--- src/rtl/fib_scheduler.sv ---
`default_nettype none
// ============================================================================
// Module   : fib_scheduler
// Brief    : Round-robin scheduler sharing one Fibonacci generator between
//            two requesters; steps the generator n times and returns F(n).
// Revision : 1.0 - initial release
// ============================================================================
module fib_scheduler #(
  parameter int N_W   = 6,
  parameter int MAX_N = 47
) (
  input  logic           clk,
  input  logic           rst,
  input  logic           req0,
  input  logic [N_W-1:0] n0,
  output logic           ack0,
  input  logic           req1,
  input  logic [N_W-1:0] n1,
  output logic           ack1,
  output logic [31:0]    result,
  output logic           err,
  output logic           busy,
  output logic           gen_rst,
  output logic           gen_en,
  input  logic [31:0]    gen_fib
);

  typedef enum logic [2:0] {
    IDLE  = 3'd0,
    CLEAR = 3'd1,
    STEP  = 3'd2,
    LATCH = 3'd3,
    ACK   = 3'd4
  } state_t;

  localparam logic [N_W-1:0] c_max_n   = N_W'(MAX_N);
  localparam logic [N_W-1:0] c_cnt_one = N_W'(1);

  state_t         r_state;
  state_t         w_next;
  logic [N_W-1:0] r_cnt;
  logic           r_gid;
  logic           r_ptr;      // requester favoured when both are high
  logic [31:0]    r_result;
  logic           r_err;

  logic           w_any;
  logic           w_grant;
  logic [N_W-1:0] w_n_sel;
  logic           w_too_big;

  always_comb begin
    w_any     = req0 | req1;
    w_grant   = (req0 && req1) ? r_ptr : req1;
    w_n_sel   = w_grant ? n1 : n0;
    w_too_big = (w_n_sel > c_max_n);
  end

  always_ff @(posedge clk) begin
    if (rst) r_state <= IDLE;
    else     r_state <= w_next;
  end

  always_comb begin
    w_next = r_state;
    busy   = 1'b1;
    gen_en = 1'b0;
    ack0   = 1'b0;
    ack1   = 1'b0;
    case (r_state)
      IDLE: begin
        busy = 1'b0;
        if (w_any) w_next = w_too_big ? ACK : CLEAR;
      end
      CLEAR: w_next = (r_cnt != '0) ? STEP : LATCH;
      STEP: begin
        // Reset overrides stepping so enable and clear never coincide.
        gen_en = ~rst;
        if (r_cnt == c_cnt_one) w_next = LATCH;
      end
      LATCH: w_next = ACK;
      ACK: begin
        ack0   = ~r_gid;
        ack1   = r_gid;
        w_next = IDLE;
      end
      default: w_next = IDLE;
    endcase
  end

  assign gen_rst = rst | (r_state == CLEAR);
  assign result  = r_result;
  assign err     = r_err;

  always_ff @(posedge clk) begin
    if (rst) begin
      r_cnt    <= '0;
      r_gid    <= 1'b0;
      r_ptr    <= 1'b0;
      r_result <= '0;
      r_err    <= 1'b0;
    end else begin
      case (r_state)
        IDLE: begin
          if (w_any) begin
            r_gid <= w_grant;
            r_cnt <= w_n_sel;
            if (w_too_big) begin
              r_result <= '0;
              r_err    <= 1'b1;
            end
          end
        end
        STEP:  r_cnt <= r_cnt - c_cnt_one;
        LATCH: begin
          r_result <= gen_fib;
          r_err    <= 1'b0;
        end
        ACK:   r_ptr <= ~r_gid;
        default: ;
      endcase
    end
  end

endmodule
`default_nettype wire

--- config.mk ---
export PLATFORM = sky130hd
export DESIGN_NAME = fib_scheduler
export DESIGN_NICKNAME = d
export VERILOG_FILES = /design/src/rtl/fib_scheduler.sv
export SDC_FILE = /design/constraint.sdc
export NUM_CORES = 1
export LEC_CHECK = 0
export BUFFER_PORTS_ARGS = -buffer_cell sky130_fd_sc_hd__buf_2
export CAP_MARGIN = 25
export CORE_MARGIN = 10
export CORE_UTILIZATION = 50
export DETAILED_ROUTE_END_ITERATION = 8
export MAX_ROUTING_LAYER = met4
export PLACE_DENSITY_LB_ADDON = 0.08
export SYNTH_ARGS = -nofsm -noshare
export SYNTH_HDL_FRONTEND = slang
export SYNTH_SLANG_ARGS = --single-unit
export TNS_END_PERCENT = 30
--- constraint.sdc ---
create_clock -name clk -period 3.15 [get_ports clk]
set_input_delay 0.63 -clock clk [delete_from_list [all_inputs] [get_ports clk]]
set_output_delay 0.63 -clock clk [all_outputs]
set_load 0.02 [all_outputs]
==> results.md <==
* Status: finished clean
* Max frequency at 0.458 GHz
* Synth Net Count at 231
* RSZ-0062 raised after global routing: no
* Worst R2R Path Depth at 4
* Initial core utilization at 0.514
* CTS tree: yes
* Htree depth at 2
* PortBufs at 85
* Multi-input gate area at 888 um^2
* Final setup fails at 0
* Tmin final at 2.18 ns
* Type of the worst setup path: register to output pin
* Tcrit/Tclk final at 0.693
* Largest net degree at the start of global routing at 34
* Mapped Area at 1880 um^2
* Critical R2R Launch: r_state[2]
* Nets@finish at 309
* Final Max Slew Viols at 0
* Slew HR at 0.471
* Initial antenna violation count at 0
* Syn avg cell area at 10.4 um^2
* Fin cells at 306
* # fillers at 315
* Core box area at 3660 um^2
* Sequential area share after synthesis at 0.468
* CP Capture Type: output pin
* Die area at 6610 um^2
* Register area at 881 um^2
* Routed WL per cell at 15.6 um
* Setup TNS at 0 ns
* Hold Path End: err
* Fin area at 2360 um^2
* Met3 routed wirelength at 569 um
* Worst Hold Depth at 2
* Crit path launch type: register
* Pwr Density at 708 nW/um^2
* Post-CTS Setup Repair Bufs at 0
* First-pass GRT wire length at 7510 um
* Crit Path Max Fanout at 11
* Hold Vio Cnt, Final at 0
* Die Ht at 81.3 um
* Clock skew at 0.00466 ns
* Layout cell share with drive strength beyond 1 at 0.395
* Hold path startpoint: err
* CTS buffer count at 5
* Post_cts resized at 0
* Antenna-violating nets left at 0
* Skew-Pair Late Insertion Delay at 0.29 ns
* CP arrival at 1.55 ns
* Req. time, crit path at 2.52 ns
* IO Pins at 86
* Die X at 81.3 um
* Dpl cell area at 2280 um^2
* CTS Hold Buffers Added at 0
* Total congestion overflow at 0
* Maximum vdd drop at 521 uV
* Reg2reg setup slack at 1.17 ns
* Dpl cells at 299
* Root Buffer: clkbuf_8
* Routed WL at 4780 um
* Row count at 22
* Vias per inst at 5.61
* Routability cong. at 0.824
* Post-DP HPWL at 3610 um
* Total of max-cap violations at 0
* Mapped Cells at 180
* Clk pin slew, worst setup/hold paths at 0.08 ns
* Top Metal Used: met4
* Synth Register Bits at 44
* Area delta synth->final at 25.6%
* Synth cell types at 48
* Leakage at 1.10 nW
* Slew of the pin with the lowest slew margin at 0.791 ns
* Clk sinks at 44
* DRT Pass-1 Iters at 4
* GRT Util Overall at 0.145
* Yosys Warn Count at 0
* Starting DRT DRC Count at 61
* Vias in the first global route at 1629
* Wire length on met2 at 2100 um
* Via count at 1717
* Worst Hold Class: register to register
* Residual DRC at 0
* Clock Path Buffers at 2
* Antenna Cells at 0
* Critical R2R Capture: result[16]
* DRT met1 WL at 2040 um
[flip-flops by register name, summed over array words and instances (netlist names)]
| signal | count |
|---|---|
| r_ptr | 1 |
| r_state | 3 |
| r_gid | 1 |
| r_cnt | 6 |
| err | 1 |
| result | 32 |
[synth_stat cells (all sizes together)]
cell type   n  area (um^2)
ha          3         37.5
a21o        2         15.0
nor3        5         30.0
a2bb2oi     1         8.76
a21boi      5         37.5
or2b        1         7.51
a31oi       3         18.8
buf        10         77.6
o31ai       1         7.51
dfxtp      44          881
clkbuf      6         23.8
a211oi      1         7.51
and3        6         37.5
nor4        2         12.5
mux2i       2         20.0
or2         2         12.5
and4        1         8.76
and2b       1         10.0
inv         4         15.0
o211ai      1         7.51
a221oi      1         8.76
nor3b       2         26.3
xnor2       1         8.76
or3         1         6.26
or3b        1         11.3
o21ai       8         51.3
nand2b      1         6.26
nand3       2         10.0
a22oi       1         7.51
nand4b      1         8.76
nand4       1         6.26
a21oi       5         28.8
nor2       10         37.5
o21a        1         7.51
o2111ai     1         8.76
nand3b      2         15.0
o22ai       1         6.26
a32o       32          320
nor2b       1         6.26
nand2       6         22.5
[worst max path at each step]
stage	start	to	slack [ns]
floorplan	r_state[1]	gen_en	1.36
global placement	req0	err	0.90
detailed placement	req0	err	0.85
CTS	r_state[1]	gen_en	0.95
global route	r_state[1]	gen_en	0.87
finish	r_state[1]	gen_en	0.97
[cell type report]
class	count	area share
tap	48	0.0254
clock inverter	1	0.00212
clock buffer	6	0.0307
multi-input combinational	116	0.376
timing repair buffer	87	0.186
sequential	44	0.373
inverter	4	0.00636
[kinds of logic after synthesis]
| kind of cell | synth area share |
|---|---|
| buffers and inverters | 0.0619 |
| flip-flops | 0.468 |
| AND/OR/NAND/NOR | 0.146 |
| XOR/XNOR | 0.00466 |
| adder cells (fa/ha/maj) | 0.0200 |
| multiplexers | 0.0106 |
| AO/OA/AOI/OAI | 0.288 |
[power breakdown]
group          leakage, nW  internal, mW  switching, mW  total [mW]
Combinational        0.702         0.255          0.349       0.605
Sequential           0.357         0.644         0.0983       0.742
Clock               0.0410         0.151          0.175       0.326
[cell usage in the layout (no fill, tap or decap), types with 2 or more instances in the layout]
master	n
nand3_1	2
a21oi_1	4
ha_1	3
nand3b_1	2
a32o_1	32
buf_4	2
and3_1	6
mux2i_1	2
a21o_1	2
buf_2	85
nor4_1	2
nor3_1	4
o21ai_0	7
inv_1	4
nor2_1	9
dfxtp_1	44
a31oi_1	3
nand2_1	6
a21boi_0	5
clkbuf_8	5
[routing by layer]
layer / up-vias / GRT usage
li1: 852 / -
met1: 782 / 0.173
met2: 76 / 0.211
met3: 7 / 0.0651
met4: 0 / 0.0502
met5: - / -
[critical path, stage by stage (launching register included)]
cell	delay (ns)
dfxtp_1	0.54
or3b_4	0.47
nor2_1	0.09
buf_2	0.16
[metrics by stage]
step                hold slack, ns  power (mW)  utilization  setup slack [ns]
floorplan                    0.466        1.22            -              1.36
global placement             0.454        1.36        0.624             0.896
detailed placement           0.457        1.36        0.624             0.853
CTS                          0.469        1.68        0.645             0.952
global route                 0.489        1.79        0.645             0.867
finish                       0.469        1.67        0.645             0.967
Power figures use the tool's default switching activity.
